<file path="config.mk">
export PLATFORM = sky130hd
export DESIGN_NAME = alu_arbiter
export DESIGN_NICKNAME = d
export VERILOG_FILES = /design/src/rtl/alu_arbiter.sv
export SDC_FILE = /design/constraint.sdc
export NUM_CORES = 1
export LEC_CHECK = 0
export CAP_MARGIN = 20
export CORE_MARGIN = 2
export CORE_UTILIZATION = 42
export DETAILED_ROUTE_END_ITERATION = 16
export PLACE_DENSITY = 0.87
export RECOVER_POWER = 100
export SYNTH_ARGS = -nofsm -noshare
export SYNTH_HDL_FRONTEND = slang
export SYNTH_SLANG_ARGS = --single-unit
</file>
<file path="constraint.sdc">
create_clock -name clk -period 9.4 [get_ports clk]
set_input_delay 2.82 -clock clk [delete_from_list [all_inputs] [get_ports clk]]
set_output_delay 2.82 -clock clk [all_outputs]
set_load 0.05 [all_outputs]
</file>
<file path="src/rtl/alu_arbiter.sv">
// Round-robin arbiter that lets two requesters share one combinational ALU.
// Each operation is launched from registered operands and its result returns one cycle later.
module alu_arbiter #(
  parameter int WIDTH = 32,
  parameter int OPW   = 3
) (
  input  logic             clk,
  input  logic             rst,
  input  logic             req0_valid,
  output logic             req0_ready,
  input  logic [WIDTH-1:0] req0_a,
  input  logic [WIDTH-1:0] req0_b,
  input  logic [OPW-1:0]   req0_op,
  input  logic             req1_valid,
  output logic             req1_ready,
  input  logic [WIDTH-1:0] req1_a,
  input  logic [WIDTH-1:0] req1_b,
  input  logic [OPW-1:0]   req1_op,
  output logic [WIDTH-1:0] alu_a,
  output logic [WIDTH-1:0] alu_b,
  output logic [OPW-1:0]   alu_op,
  input  logic [WIDTH-1:0] alu_y,
  input  logic             alu_O,
  input  logic             alu_C,
  input  logic             alu_Z,
  input  logic             alu_N,
  output logic             rsp0_valid,
  output logic             rsp1_valid,
  output logic [WIDTH-1:0] rsp_y,
  output logic [3:0]       rsp_flags,
  output logic             busy
);

  typedef enum logic {IDLE = 1'b0, EXEC = 1'b1} state_t;

  state_t           r_state;
  logic             r_ptr;
  logic             r_owner;
  logic [WIDTH-1:0] r_alu_a;
  logic [WIDTH-1:0] r_alu_b;
  logic [OPW-1:0]   r_alu_op;
  logic [WIDTH-1:0] r_rsp_y;
  logic [3:0]       r_rsp_flags;
  logic             r_rsp0_valid;
  logic             r_rsp1_valid;
  logic             r_busy;

  logic w_idle;
  logic w_grant0;
  logic w_grant1;

  // Handshake: a request transfers on the rising edge where valid and ready are both high;
  // ready depends on valid, never the reverse, and responses are unconditional one-cycle pulses.
  assign w_idle   = (r_state == IDLE) && !rst;
  assign w_grant0 = w_idle && req0_valid && (!req1_valid || !r_ptr);
  assign w_grant1 = w_idle && req1_valid && (!req0_valid ||  r_ptr);

  assign req0_ready = w_grant0;
  assign req1_ready = w_grant1;
  assign alu_a      = r_alu_a;
  assign alu_b      = r_alu_b;
  assign alu_op     = r_alu_op;
  assign rsp_y      = r_rsp_y;
  assign rsp_flags  = r_rsp_flags;
  assign rsp0_valid = r_rsp0_valid;
  assign rsp1_valid = r_rsp1_valid;
  assign busy       = r_busy;

  always_ff @(posedge clk or posedge rst) begin
    if (rst) begin
      r_state      <= IDLE;
      r_ptr        <= 1'b0;
      r_owner      <= 1'b0;
      r_alu_a      <= '0;
      r_alu_b      <= '0;
      r_alu_op     <= '0;
      r_rsp_y      <= '0;
      r_rsp_flags  <= '0;
      r_rsp0_valid <= 1'b0;
      r_rsp1_valid <= 1'b0;
      r_busy       <= 1'b0;
    end else begin
      r_rsp0_valid <= 1'b0;
      r_rsp1_valid <= 1'b0;
      case (r_state)
        IDLE: begin
          if (w_grant0 || w_grant1) begin
            r_alu_a  <= w_grant1 ? req1_a  : req0_a;
            r_alu_b  <= w_grant1 ? req1_b  : req0_b;
            r_alu_op <= w_grant1 ? req1_op : req0_op;
            r_owner  <= w_grant1;
            // Priority moves to whoever lost this round.
            r_ptr    <= w_grant0;
            r_state  <= EXEC;
            r_busy   <= 1'b1;
          end
        end
        EXEC: begin
          r_rsp_y      <= alu_y;
          r_rsp_flags  <= {alu_O, alu_C, alu_Z, alu_N};
          r_rsp0_valid <= !r_owner;
          r_rsp1_valid <= r_owner;
          r_state      <= IDLE;
          r_busy       <= 1'b0;
        end
        default: begin
          r_state <= IDLE;
          r_busy  <= 1'b0;
        end
      endcase
    end
  end

endmodule

</file>
==> reports/results.md, run 1 <==
- run status: finished with violations
- violations in the final reports: capacitance limit, slew limit
- power density over the cells: 210 nW/um^2
- unrepaired setup endpoints after global routing: no
- crit-path max FO: 71
- max-slew violation count: 155
- clock buffers created by TritonCTS: 9
- hold depth: 1
- total met3 wirelength after detailed routing: 1210 um
- highest-count cells in the layout ignoring fill and taps: sky130_fd_sc_hd__dlygate4sd3_1 (143), sky130_fd_sc_hd__clkdlybuf4s50_1 (136), sky130_fd_sc_hd__dfrtp_1 (109)
- total setup violations reported at the end of the flow: 0
- kind of start point of the critical path: input port
- classification of the worst setup path: in -> out
- instance count of the mapped netlist: 486
- average vias per placed instance: 5.73
- worst ir drop on vdd: 103 uV
- top sig layer: met4
- sequential area share after synthesis: 54.0%
- Worst Setup End Kind: primary output
- antenna violations before repair: 1
- Synth top area share: 54.0%
- I/O Pins: 282
- yosys warns: 0
- number of optimization iterations in the first detailed-route pass: 5
- most frequent standard cell in the layout excluding fill and tap cells: sky130_fd_sc_hd__dlygate4sd3_1
- residual antenna-violating net count after detailed routing: 0
- TritonCTS clock tree: built
- number of DRC violations after detailed-routing iteration 0: 386
- buffers and inverters on the worst path: 3
- cell-by-cell trace of the critical path: buf_2 -> clkbuf_2 -> nand2_1 -> and3_1 -> clkdlybuf4s50_1
- worst path arrival time: 4.99 ns
- share of the cycle needed by the critical path after routing: 83.1%
- area added between synthesis and finish: 62.2%
- worst slack after detailed placement: 1.95 ns
- cells on worst reg2reg path: 5
- cell type with the largest total area after synthesis: sky130_fd_sc_hd__dfrtp_1
- Max Clock Freq: 128 MHz
- wire length of the first global-routing pass: 25900 um
- net count of the finished layout: 905
- Seq cells post-synth: 109
- hold path startpoint: r_owner
- die width: 114 um
- total of hold buffers inserted after clock tree synthesis: 0
- worst reg2reg setup slack: 5.70 ns
- Data required, critical path: 6.58 ns
- clock buffer depth: 2
- layout cell share with drive strength beyond 1: 8.83%
- main area contributors after synthesis: sky130_fd_sc_hd__dfrtp_1 (54%), sky130_fd_sc_hd__nand4_1 (8.3%), sky130_fd_sc_hd__mux2_2 (8.0%)
- Post-Synthesis Mean Instance Area: 10.4 um^2
- Starting Density: 42.6%
- number of instances resized during post-cts repair: 0
- total global-route track usage: 25.3%
- via count of the first global-routing pass: 5088
- average wire per cell in the routed design: 18.7 um
- hold worst-path end: rsp0_valid
- total negative slack for setup checks: 0 ns
- Tightest Pin Transition: 2.78 ns
- number of vias after detailed routing: 5069
- met2 wirelength from detailed routing: 8530 um
- number of buffers added on ports: 281
- register clock-pin slew on the reported worst setup and hold paths: 0.07 ns
- maximum cell stage delay along the critical path: 1.02 ns
- tightest slew margin relative to the limit: -85.6%
- Clock Root Buffer: sky130_fd_sc_hd__clkbuf_16
- maximum level of the CTS H-tree: 3
- max-cap violations: 3
- count of different cell masters after synthesis: 23
- fin crit period: 7.81 ns
- met1 wire length: 6320 um
- Final Hold Vio Count: 0
- Core Box Area: 11900 um^2
- Final HPWL DP: 11800 um
- buffers inserted during post-CTS setup optimization: 0
- Row Count: 40
- cell family with the largest share of critical-path delay: buffers and inverters
- crit path max-delay cell type: sky130_fd_sc_hd__clkbuf_2
- vertical extent of the die: 114 um
- GR Overflow Total: 0
- worst flop-to-flop path endpoint: alu_op[0]
- Clk Latency, worst-skew pair: 0.34 ns
- count of unresolved DRC violations after routing: 0
- synthesized net count: 660
- post-detailed-routing wire length: 16600 um
- mapped cell area: 5050 um^2
- leakage power figure: 3.39 nW
- class of the most critical hold timing path: reg -> reg
- die area: 12900 um^2
- worst-case clock skew: 0.00652 ns
- number of clock sinks seen by CTS: 109
- maximum number of pins on one net before global-route repair: 72
- worst flop-to-flop path startpoint: r_state
- Setup WS post-layout: 1.59 ns
- weighted congestion reported at the end of routability-driven placement: 0.847
## Yosys cell counts
library cell,n
sky130_fd_sc_hd__nand2b_1,1
sky130_fd_sc_hd__o21ai_2,1
sky130_fd_sc_hd__inv_2,1
sky130_fd_sc_hd__o21ai_0,67
sky130_fd_sc_hd__buf_2,12
sky130_fd_sc_hd__o21ai_1,2
sky130_fd_sc_hd__o311ai_1,22
sky130_fd_sc_hd__and2_1,1
sky130_fd_sc_hd__nand3_2,1
sky130_fd_sc_hd__and3_1,1
sky130_fd_sc_hd__nand2_1,1
sky130_fd_sc_hd__nor2_1,1
sky130_fd_sc_hd__o311ai_0,45
sky130_fd_sc_hd__buf_1,1
sky130_fd_sc_hd__inv_1,71
sky130_fd_sc_hd__clkbuf_1,42
sky130_fd_sc_hd__dfrtp_1,109
sky130_fd_sc_hd__nand4_1,67
sky130_fd_sc_hd__or2_1,1
sky130_fd_sc_hd__nor2b_1,1
sky130_fd_sc_hd__mux2_2,36
sky130_fd_sc_hd__nor2_4,1
sky130_fd_sc_hd__a21o_1,1
## per-stage QoR
stage	total power [W]	instance area, um^2	util [%]	hold WS (ns)	std cells
floorplan	0.00107	5050	-	0.417	486
finish	0.00172	8200	69.1	0.479	884
CTS	0.00178	8220	69.3	0.490	883
global route	0.00179	8200	69.1	0.521	884
global placement	0.00137	7890	66.5	0.471	866
detailed placement	0.00139	7910	66.7	0.477	867
## flip-flops by register name, indices dropped and copies added, names as in the netlist
signal,flops
rsp_y,32
rsp1_valid,1
r_state,1
r_ptr,1
alu_b,32
busy,1
alu_a,32
alu_op,3
rsp_flags,4
rsp0_valid,1
r_owner,1
## report_power, final
part	internal [W]	leakage (nW)	total (W)	switching, W
combinational	0.000240	1.95	0.000723	0.000483
sequential	0.000561	1.30	0.000609	0.0000485
clock	0.000216	0.149	0.000388	0.000172
total	0.00102	3.39	0.00172	0.000703
## routing by layer
layer	GRT usage, %	vias to the layer above
met2	44.5	265
met5	0	-
li1	-	2297
met1	30.4	2471
met4	11.1	0
met3	4.68	36
## cells by family after synthesis
group / Yosys count / share of synthesized area, %
AND/OR/NAND/NOR: 76 / 9.49
multiplexers: 36 / 8.02
buffers and inverters: 127 / 9.73
flip-flops: 109 / 54.0
AO/OA/AOI/OAI: 138 / 18.8
## worst register-to-register path, delay by kind of cell (launching register included)
kind | cells | cell delay (ns)
compound gates | 2 | 0.67
flops | 1 | 0.39
simple gates | 1 | 0.05
buf+inv | 2 | 2.33
## worst max-delay path by stage
stage                       endpoint  depth (start not counted)  startpoint  slack (ns)
after global placement    req1_ready                          6         rst        1.98
after detailed placement  req1_ready                          6         rst        1.95
after CTS                 req1_ready                          6         rst        1.95
final                     req0_ready                          5  req1_valid        1.59
after floorplan           req1_ready                          6  req0_valid        2.93
after global routing      req0_ready                          5  req1_valid        1.35
## cell type report
cell class	count	area [um^2]
Fill cell	883	3670
Timing Repair Buffer	289	2870
Sequential cell	109	2730
Multi-Input combinational cell	250	1830
Inverter	72	272
Clock buffer	10	239
Tap cell	147	184
Clock inverter	6	68.8
Antenna cell	1	2.50
Power figures use the tool's default switching activity.
==> inputs of run 2 (changes only) <==
--- a/config.mk
+++ b/config.mk
@@ -7,9 +7,9 @@
 export LEC_CHECK = 0
 export CAP_MARGIN = 20
 export CORE_MARGIN = 2
-export CORE_UTILIZATION = 42
+export CORE_UTILIZATION = 35
 export DETAILED_ROUTE_END_ITERATION = 16
-export PLACE_DENSITY = 0.87
+export PLACE_DENSITY = 0.77
 export RECOVER_POWER = 100
 export SYNTH_ARGS = -nofsm -noshare
 export SYNTH_HDL_FRONTEND = slang
==> constraint.sdc (replaced) <==
create_clock -name clk -period 6.4 [get_ports clk]
set_input_delay 1.92 -clock clk [delete_from_list [all_inputs] [get_ports clk]]
set_output_delay 1.92 -clock clk [all_outputs]
set_load 0.05 [all_outputs]
==> reports/results.md, run 2 (synthesized netlist as in run 1, its figures left out) <==
- run status: finished with violations
- violations in the final reports: capacitance limit, slew limit
- total setup violations reported at the end of the flow: 0, unchanged
- buffers and inverters on the worst path: 2, -1
- average wire per cell in the routed design: 18.3 um, -2.1%
- number of buffers added on ports: 281, unchanged
- cell-by-cell trace of the critical path: dlygate4sd3_1 -> nor2_4 -> and3_1 -> clkbuf_1
- via count of the first global-routing pass: 4907, -3.6%
- layout cell share with drive strength beyond 1: 8.82%, -0.012 points
- classification of the worst setup path: in -> out
- I/O Pins: 282, unchanged
- maximum level of the CTS H-tree: 3, unchanged
- Starting Density: 36.1%, -6.5 points
- cells on worst reg2reg path: 6, +1
- worst slack after detailed placement: 1.12 ns, -0.829 ns
- number of instances resized during post-cts repair: 0, unchanged
- crit-path max FO: 19, -73%
- total negative slack for setup checks: 0 ns, unchanged
- Worst Setup End Kind: primary output
- fin crit period: 5.65 ns
- max-slew violation count: 147, -5.2%
- part of the power in combinational logic: 43.2%, +1.2 points
- switching fraction of total power: 41.5%, +0.64 points
- maximum number of pins on one net before global-route repair: 77, +6.9%
- worst flop-to-flop path endpoint: alu_a[11]
- number of optimization iterations in the first detailed-route pass: 5, unchanged
- Setup WS post-layout: 0.751 ns, -0.836 ns
- max-cap violations: 3, unchanged
- clock buffers created by TritonCTS: 9, unchanged
- Max Clock Freq: 177 MHz
- crit path max-delay cell type: sky130_fd_sc_hd__dlygate4sd3_1
- number of clock sinks seen by CTS: 109, unchanged
- share of power burned in registers: 35.7%, +0.3 points
- kind of start point of the critical path: input port
- Data required, critical path: 4.48 ns, -2.10 ns
- weighted congestion reported at the end of routability-driven placement: 0.775, -8.4%
- wire length of the first global-routing pass: 25600 um, -1.3%
- number of vias after detailed routing: 5050, -0.37%
- power density over the cells: 302 nW/um^2, +44%
- vertical extent of the die: 124 um, +9.2%
- total of hold buffers inserted after clock tree synthesis: 0, unchanged
- die area: 15400 um^2, +19%
- Row Count: 43, +7.5%
- Tightest Pin Transition: 2.92 ns, +0.132 ns
- top sig layer: met4
- Final HPWL DP: 11800 um, about the same
- number of antenna repair diodes: 0, -1
- Core Box Area: 14000 um^2, +18%
- class of the most critical hold timing path: reg -> reg
- crit path from: rst
- post-detailed-routing wire length: 16800 um, +1.5%
- TritonCTS clock tree: built
- clock buffer depth: 2, unchanged
- antenna violations before repair: 0, -1
- tightest slew margin relative to the limit: -94.4%, -8.8 points
- share of the cycle needed by the critical path after routing: 88.3%
- cell family with the largest share of critical-path delay: buffers and inverters
- register clock-pin slew on the reported worst setup and hold paths: 0.07 ns, about the same
- residual antenna-violating net count after detailed routing: 0, unchanged
- worst-case clock skew: 0.00852 ns, +0.00200 ns
- hold depth: 1, unchanged
- unrepaired setup endpoints after global routing: no
- worst reg2reg setup slack: 1.28 ns, -4.42 ns
- Final Hold Slack: 0.504 ns, +0.0247 ns
- Net Switching: 0.00103 W, +47%
- maximum cell stage delay along the critical path: 0.60 ns, -0.42 ns
- highest-count cells in the layout ignoring fill and taps: sky130_fd_sc_hd__clkdlybuf4s50_1 (171), sky130_fd_sc_hd__dfrtp_1 (109), sky130_fd_sc_hd__dlygate4sd3_1 (107)
- fraction of power consumed by the clock network: 21.1%, -1.5 points
- GR Overflow Total: 0, unchanged
- met2 wirelength from detailed routing: 8490 um, -0.53%
- Power Internal: 0.00145 W, +43%
- count of unresolved DRC violations after routing: 0, unchanged
- area added between synthesis and finish: 62.9%
- total power after layout: 0.00249 W, +44%
- worst flop-to-flop path startpoint: r_state
- hold worst-path end: rsp_y[27]
- hold path startpoint: rsp_y[27]
- Clock Root Buffer: sky130_fd_sc_hd__clkbuf_16
- net count of the finished layout: 906, +0.11%
- met1 wire length: 6340 um, +0.28%
- die width: 124 um, +9.2%
- worst ir drop on vdd: 126 uV, +22%
- worst path arrival time: 3.73 ns, -1.26 ns
- number of DRC violations after detailed-routing iteration 0: 368, -4.7%
- Clk Latency, worst-skew pair: 0.34 ns, about the same
- leakage power figure: 3.39 nW, -0.27%
- buffers inserted during post-CTS setup optimization: 0, unchanged
- most frequent standard cell in the layout excluding fill and tap cells: sky130_fd_sc_hd__clkdlybuf4s50_1
- average vias per placed instance: 5.51, -4.0%
- total global-route track usage: 21.3%, -4.0 points
- Final Hold Vio Count: 0, unchanged
- total met3 wirelength after detailed routing: 1640 um, +36%
-- run 2: cell count changes in the layout (fill, tap and decap cells not counted), sizes merged, moves of 2 or more --
cell,before,now
dlygate4sd3,143,107
clkbuf,13,15
clkdlybuf4s50,136,171
inv,73,75
-- run 2: worst max-delay path by stage --
| stage | cells past startpoint | end |
|---|---|---|
| after CTS | 4 | req0_ready |
| after floorplan | 1 | alu_a[0] |
| after global placement | 4 | req0_ready |
| after detailed placement | 4 | req0_ready |
| final | 4 | req0_ready |
| after global routing | 3 | alu_a[19] |
-- run 2: layer usage --
layer	GRT usage (%)	up-vias
li1	-	2302
met1	26.0	2445
met2	36.5	278
met3	5.45	25
met4	7.30	0
met5	0	-
-- run 2: through the flow --
stage | instances | instance area (um^2) | utilization, %
2_1_floorplan | 486 | 5050 | -
3_3_place_gp | 899 | 7960 | 56.9
3_5_place_dp | 900 | 7980 | 57.0
4_1_cts | 916 | 8250 | 59.0
5_1_grt | 917 | 8230 | 58.8
6_report | 917 | 8230 | 58.8
-- run 2: final cells by class --
type / count / area [um^2]
clock buffers: 11 / 233
fillers: 1210 / 5760
well taps: 180 / 225
flip-flops and latches: 109 / 2730
repair buffers: 290 / 2900
inverters: 72 / 270
clock inverters: 5 / 42.5
multi-input cells: 250 / 1830
-- run 2: power groups by stage --
| stage | registers (W) | clock network, W | logic, W |
|---|---|---|---|
| 3_3_place_gp | 0.000899 | 0 | 0.00112 |
| 3_5_place_dp | 0.000907 | 0 | 0.00113 |
| 5_1_grt | 0.000905 | 0.000567 | 0.00113 |
| 6_report | 0.000887 | 0.000525 | 0.00107 |
| 2_1_floorplan | 0.00136 | 0 | 0.000213 |
| 4_1_cts | 0.000895 | 0.000538 | 0.00114 |
